--- src/rtl/int_frame_loader.sv ---
// rtl/int_frame_loader.sv - loads one saturated intrinsic frame into the inactive PE buffers
// Frame id toggles from the PE blocks mark buffer swaps; early swaps abort the load.
module int_frame_loader #(
  parameter int L             = 32,
  parameter int NUM_PE        = 6,
  parameter int ADDR_WIDTH    = 5,
  parameter int MESSAGE_WIDTH = 5,
  parameter int IN_WIDTH      = 8
) (
  input  logic                     clk,
  input  logic                     reset,
  input  logic                     in_valid,
  input  logic [IN_WIDTH-1:0]      in_data,
  output logic                     in_ready,
  input  logic                     f_id,
  output logic [ADDR_WIDTH-1:0]    load_add,
  output logic [MESSAGE_WIDTH-1:0] int_out,
  output logic [NUM_PE-1:0]        pe_select,
  output logic                     frame_ready,
  output logic                     overrun,
  output logic [7:0]               frame_count
);

  localparam int PE_W  = (NUM_PE > 1) ? $clog2(NUM_PE) : 1;
  localparam int MAG_W = MESSAGE_WIDTH - 1;
  localparam logic [IN_WIDTH-1:0] MAG_MAX = IN_WIDTH'((1 << MAG_W) - 1);

  localparam logic [0:0] S_LOAD = 1'b0;
  localparam logic [0:0] S_FULL = 1'b1;

  logic [0:0]               state;
  logic [ADDR_WIDTH-1:0]    addr_cnt;
  logic [PE_W-1:0]          pe_cnt;
  logic                     f_id_q;
  logic                     toggle;
  logic                     accept;
  logic                     last;
  logic                     sign;
  logic [IN_WIDTH-1:0]      mag;
  logic [MAG_W-1:0]         mag_sat;
  logic [MESSAGE_WIDTH-1:0] quant;

  assign in_ready = reset & (state == S_LOAD);
  assign accept   = in_valid & in_ready;
  assign toggle   = f_id != f_id_q;
  assign last     = (pe_cnt == PE_W'(NUM_PE - 1)) && (addr_cnt == ADDR_WIDTH'(L - 1));

  // Two's complement to sign-magnitude; the most-negative input's magnitude
  // wraps to 2^(IN_WIDTH-1) as unsigned, which still exceeds MAG_MAX.
  always_comb begin
    sign    = in_data[IN_WIDTH-1];
    mag     = sign ? (~in_data + IN_WIDTH'(1)) : in_data;
    mag_sat = (mag > MAG_MAX) ? MAG_MAX[MAG_W-1:0] : mag[MAG_W-1:0];
    quant   = {sign, mag_sat};
  end

  always_ff @(posedge clk or negedge reset) begin
    if (!reset) begin
      state       <= S_LOAD;
      addr_cnt    <= '0;
      pe_cnt      <= '0;
      f_id_q      <= 1'b0;
      load_add    <= '0;
      int_out     <= '0;
      pe_select   <= '0;
      frame_ready <= 1'b0;
      overrun     <= 1'b0;
      frame_count <= '0;
    end else begin
      f_id_q <= f_id;

      if (accept) begin
        load_add  <= addr_cnt;
        int_out   <= quant;
        pe_select <= NUM_PE'(1) << pe_cnt;
      end else begin
        pe_select <= '0;
      end

      // A swap takes priority over frame completion on the same edge.
      if (toggle) begin
        if (state == S_FULL) begin
          state       <= S_LOAD;
          frame_ready <= 1'b0;
        end else begin
          overrun <= 1'b1;
        end
        addr_cnt <= '0;
        pe_cnt   <= '0;
      end else if (accept) begin
        if (last) begin
          addr_cnt    <= '0;
          pe_cnt      <= '0;
          state       <= S_FULL;
          frame_ready <= 1'b1;
          frame_count <= frame_count + 8'd1;
        end else if (addr_cnt == ADDR_WIDTH'(L - 1)) begin
          addr_cnt <= '0;
          pe_cnt   <= pe_cnt + PE_W'(1);
        end else begin
          addr_cnt <= addr_cnt + ADDR_WIDTH'(1);
        end
      end
    end
  end

endmodule

--- config.mk ---
export PLATFORM = sky130hd
export DESIGN_NAME = int_frame_loader
export DESIGN_NICKNAME = d
export VERILOG_FILES = /design/src/rtl/int_frame_loader.sv
export SDC_FILE = /design/constraint.sdc
export NUM_CORES = 1
export LEC_CHECK = 0
export ABC_AREA = 0
export BUFFER_PORTS_ARGS = -buffer_cell sky130_fd_sc_hd__buf_2
export CORE_AREA = 2 2 56 63
export CTS_BUF_LIST = sky130_fd_sc_hd__clkbuf_2
export DETAILED_ROUTE_END_ITERATION = 16
export DIE_AREA = 0 0 58 65
export PLACE_DENSITY = 0.79
export SETUP_SLACK_MARGIN = 0.2
export SLEW_MARGIN = 10
export SYNTH_ARGS = -nofsm -noshare
export SYNTH_HDL_FRONTEND = slang
export SYNTH_SLANG_ARGS = --single-unit
--- constraint.sdc ---
create_clock -name clk -period 2.3 [get_ports clk]
set_clock_uncertainty 0.15 [all_clocks]
set_input_delay 0.115 -clock clk [delete_from_list [all_inputs] [get_ports clk]]
set_output_delay 0.115 -clock clk [all_outputs]
set_load 0.02 [all_outputs]
---- Word-level counts from Yosys, hierarchy flattened ----
Index checks and enable logic that the tools add are counted.
W data, S select, Z words.
word-level totals
  logic and storage cells ................. 50
  register bits ........................... 36
  output and inout bits ................... 27
  bits of input ports ..................... 12
operators by class
  bitwise gates (word level) .............. 5
  order comparisons ....................... 1
  reductions and logical operators ........ 9
  add/subtract/negate cells ............... 4
  muxes and demuxes ....................... 16
  equal/unequal tests ..................... 4
  shifts and indexed selects .............. 1
operator list
  operator               count
  $mux W5                4
  $add A8 B1 Y8 const B  2
  $mux W3                4
  $gt A8 B4 Y1 const B   1
  $mux W8                1
  $not A8 Y8             1
  $mux W6                1
  $reduce_and A2 Y1      3
  $reduce_and A3 Y1      2
  $shl A1 B3 Y6 const A  1
  $add A5 B1 Y5 const B  1
  $eq A5 B5 Y1 const B   1
  $mux W1                5
  $mux W4                1
  $reduce_bool A2 Y1     2
  $add A3 B1 Y3 const B  1
  $eq A3 B3 Y1 const B   1
  $reduce_bool A3 Y1     1
  $and A1 B1 Y1          2
  $ne A2 B2 Y1 const B   1
  $not A1 Y1             2
  $logic_and A1 B1 Y1    1
  $ne A1 B1 Y1           1

---- Logic depth before layout (Yosys ltp) ----
  depth after elaboration ................. 5
  depth in mapped cells ................... 7
  depth with buffers taken out ............ 7

---- Least setup slack after synthesis ----
Ideal clock, no wire load.
  path type ............................... reg-to-reg
  start ................................... register addr_cnt[0]
  end ..................................... register frame_count[1]
  clock period less this slack ............ 2.088 ns
  buffers on the path ..................... 0
  library setup time ...................... 0.125 ns
  slack ................................... 0.212 ns
  arrival time ............................ 1.814 ns
  cell stages (with the launch flop) ...... 7
  cell sequence ........................... dfrtp_1 -> ha_1 -> and3_1 -> ha_1 -> nand4b_4 -> nor3_4 -> mux2_2
on the way
  longest elaborated chain between the ends .. 3
RTL lines
  element                             line  source
  start, declared                     32    logic [ADDR_WIDTH-1:0] addr_cnt;
  start signal, assigned              101   addr_cnt <= addr_cnt + ADDR_WIDTH'(1);
  $eq A5 B5 Y1                        46    assign last = (pe_cnt == PE_W'(NUM_PE - 1)) && (addr_cnt == ADDR_WIDTH'(L - 1));
  $logic_and A1 B1 Y1                 46
  $reduce_and A3 Y1 (no source line)  -
  end signal, assigned                96    frame_count <= frame_count + 8'd1;
  end, declared                       21    output logic [7:0] frame_count
No other way between the ends.
A chain may end at the register's enable or synchronous reset.

---- Worst setup path after layout ----
  start ................................... register addr_cnt[0]
  end ..................................... register addr_cnt[3]
on the way
  longest elaborated chain between the ends .. 5
  elaborated cells between the ends (all ways) .. 7
  those cells by class .................... add/sub (1); eq/ne (1); mux (4); reduce/logical (1)
RTL lines
  element                                         line         source
  $add A5 B1 Y5 or $eq A5 B5 Y1 (tied branches)   101, 46, 97
  $mux W5 or $logic_and A1 B1 Y1 (tied branches)  97, 46
  $mux W5 (*)                                     91           if (last) begin
  $mux W5 (*)                                     90           end else if (accept) begin
  $mux W5 (*)                                     81           if (toggle) begin
Every way passes the cells marked *; elsewhere a longest branch is shown, timed or not. The select of a mux whose other input is x is not followed.

==> results.toml <==
[worst_setup_path]
worstPathMaxFanout = 7
worst-path-buf-inv = 1
r2r_setup_slack_ps = 230
crit_path_end_kind = "flip-flop"
crit_slowest_cell = "or4_1"
r2r_cells = 6
crit_family = "simple AND/OR/NAND/NOR gates"
rr_endpoint = "addr_cnt[3]$_DFFE_PN0P_"
setup.worst_path.class = "reg2reg"
worst_setup_path_start_kind = "flip-flop"
arrival_ps = 2250
cpMostUsedCell = "ha_1"
r2r-start = "addr_cnt[0]$_DFFE_PN0P_"
cp_slowest_stage_delay_ps = 500
cp.required_ps = 2470
worstPathCellList = "ha_1, and3_1, ha_1, buf_4, or4_1, a21oi_1"

[logic_synthesis]
synth-main-ff-cell = "dfrtp_1"
synth_top_cell_area_share_pct = 54.0
synthTopCellsByCount = "dfrtp_1 (36), nand2_1 (29), ha_1 (9)"
synth_area_per_cell_um2 = 10.8
synth-seq-cells = 36
synth_area_leaders = "dfrtp_1 (54%), ha_1 (6.7%), nand2_1 (6.5%)"
synth_area_um2 = 1670
synthCells = 155
synth_edf_count = 0
ys_async_sr_fraction_pct = 100
ys_seq_area_share_pct = 54.0
yosysUniqueCellTypes = 34
yosysTopAreaCell = "dfrtp_1"
syn_nets = 176
yosysWarnings = 0
synth_most_common_cell = "dfrtp_1"

[floorplan]
boundaryPins = 39
core_um2 = 3190
dieWidth_um = 58
row_count = 22
die_h_um = 65
die_area_um2 = 3770
initial_core_util_pct = 52.3

[sta]
setup_tns_ps = 0
drv_slew = 0
slew_headroom_pct = 79.4
timing.fmax_ghz = 0.482
fin_crit_ps = 2070
whs_ps = 151
rsz0062_at_grt = "false"
finalSetupViolCount = 0
worst_pin_slew_ps = 310
hold_violations = 0
post-route-period-util_pct = 90.2

[grt]
grt_usage_pct = 20.0
grt_pass1_wl_um = 5700
grt_max_degree = 22
grt.overflow.total = 0
grt_pass1_vias = 1353
antenna_found_initial = 0

[detailed_routing]
avgRoutedWirePerCell_um = 13.1
routed_wl_um = 3330
drtIter0Drc = 54
ant_nets = 0
viasPerCell = 5.29
via_count = 1350
drc = 0
dr.pass1.iters = 4

[power_and_ir_drop]
cellPowerDensity_nw_per_um2 = 551
totalPowerFinal_mw = 1.18
leakagePower_nw = 1.15
ir_worst_vdd_uv = 525

[min_path]
hp-class = "in2async"

[placed_design]
place_area_um2 = 1930
io_buffers = 38
hpwl_um = 2400
globalplace.congestion = 0.800

[flow_run]
drv_cap = 0

[clock_network]
insertion_delay_ps = 390
htreeDepth = 2
numClockSinks = 36
numCtsBuffers = 5
cts_buffer_depth = 2
clkSlewWorstSetupHoldPaths_ps = 190
cts_root_buffer = "clkbuf_2"
cts_tree = "built"
cts.repair.resized = 0

[cells_and_area]
multi_input_comb_area_um2 = 732
drive_gt1_share_pct = 30.1
layout.nets = 239
synthToLayoutAreaGrowth_pct = 28.3
antennaDiodeCount = 0
fin_area_um2 = 2140
regArea_um2 = 901
fillers = 236

[run_status]
status = "completed"
==> logic make-up (layout without fill, tap and decap cells) <==
group	Yosys count	count (layout)	synth area share (%)
simple gates	68	68	22.4
flops	36	36	54.0
compound gates	20	20	7.20
xor+xnor	11	11	6.22
fa+ha+maj	9	9	6.75
buf+inv	9	73	2.17
mux	2	2	1.27
==> flip-flops by register name, indices dropped and copies added (netlist names) <==
name	flops
addr_cnt	5
f_id_q	1
frame_count	8
frame_ready	1
int_out	5
load_add	5
overrun	1
pe_cnt	3
pe_select	6
state	1
==> routing by layer <==
layer  vias to the layer above  global-route usage, %  share of wire (%)
li1                        661                      -                  -
met1                       645                   22.7                 42
met2                        40                   35.4                 50
met3                         4                   6.79                6.4
met4                         0                   5.23               0.99
met5                         -                      0                  0
==> cell usage in the layout, fill, tap and decap left out, types with 2 or more instances in the layout <==
| cell | Yosys | layout |
|---|---|---|
| xor2_1 | 2 | 2 |
| dfrtp_1 | 36 | 36 |
| buf_4 | 0 | 13 |
| and3_1 | 7 | 7 |
| dlygate4sd3_1 | 0 | 9 |
| nand4_1 | 6 | 6 |
| o21ai_0 | 3 | 3 |
| nor2b_1 | 2 | 2 |
| nand2_1 | 29 | 29 |
| clkbuf_2 | 0 | 5 |
| buf_2 | 2 | 38 |
| nor3b_1 | 2 | 2 |
| a21o_2 | 2 | 2 |
| nand3_1 | 2 | 2 |
| a21oi_1 | 8 | 8 |
| a31oi_1 | 5 | 5 |
| or4_1 | 2 | 2 |
| inv_1 | 5 | 5 |
| ha_1 | 9 | 9 |
| xnor2_1 | 8 | 8 |
| nor2_1 | 8 | 8 |
==> power breakdown <==
part	switching, mW	internal (mW)
logic	0.0767	0.0547
clock network	0.212	0.182
registers	0.00748	0.647
total	0.297	0.883
==> area by class of cell <==
type / count / area share (%)
inverter: 5 / 0.876
clock inverter: 3 / 1.99
sequential: 36 / 42.1
multi-input combinational: 110 / 34.2
clock buffer: 5 / 1.17
timing repair buffer: 60 / 17.6
tap: 36 / 2.10
==> worst min-delay path: stages <==
cell and delay (ps):
dlygate4sd3_1 520, buf_2 200, buf_4 250
==> per-stage QoR <==
stage          util, %  setup WS, ps  cells
3_5_place_dp      60.5           177    231
3_3_place_gp      60.5           234    231
2_1_floorplan        -           212    155
4_1_cts           66.4           212    252
6_report          67.1           226    255
5_1_grt           67.1           196    255
==> how the worst max path moves through the flow <==
stage                                      end  cells past startpoint  slack [ps]               startpoint
CTS                    addr_cnt[3]$_DFFE_PN0P_                      6         210  addr_cnt[1]$_DFFE_PN0P_
detailed placement  frame_count[1]$_DFFE_PN0P_                      6         180  addr_cnt[0]$_DFFE_PN0P_
floorplan           frame_count[1]$_DFFE_PN0P_                      6         210  addr_cnt[0]$_DFFE_PN0P_
global placement    frame_count[1]$_DFFE_PN0P_                      6         230  addr_cnt[0]$_DFFE_PN0P_
global route           addr_cnt[3]$_DFFE_PN0P_                      6         200  addr_cnt[0]$_DFFE_PN0P_
finish                 addr_cnt[3]$_DFFE_PN0P_                      6         230  addr_cnt[0]$_DFFE_PN0P_
==> what timing repair did <==
action | 4_1_cts | 5_1_grt
endpoints found under the hold margin | 45 | 0
pin swaps | 1 | 1
gates cloned | 0 | 0
endpoints found under the setup margin | 2 | 8
hold buffers | 9 | 0
buffers inserted | 4 | 3
Note: power is estimated with default switching activity, not from simulation.
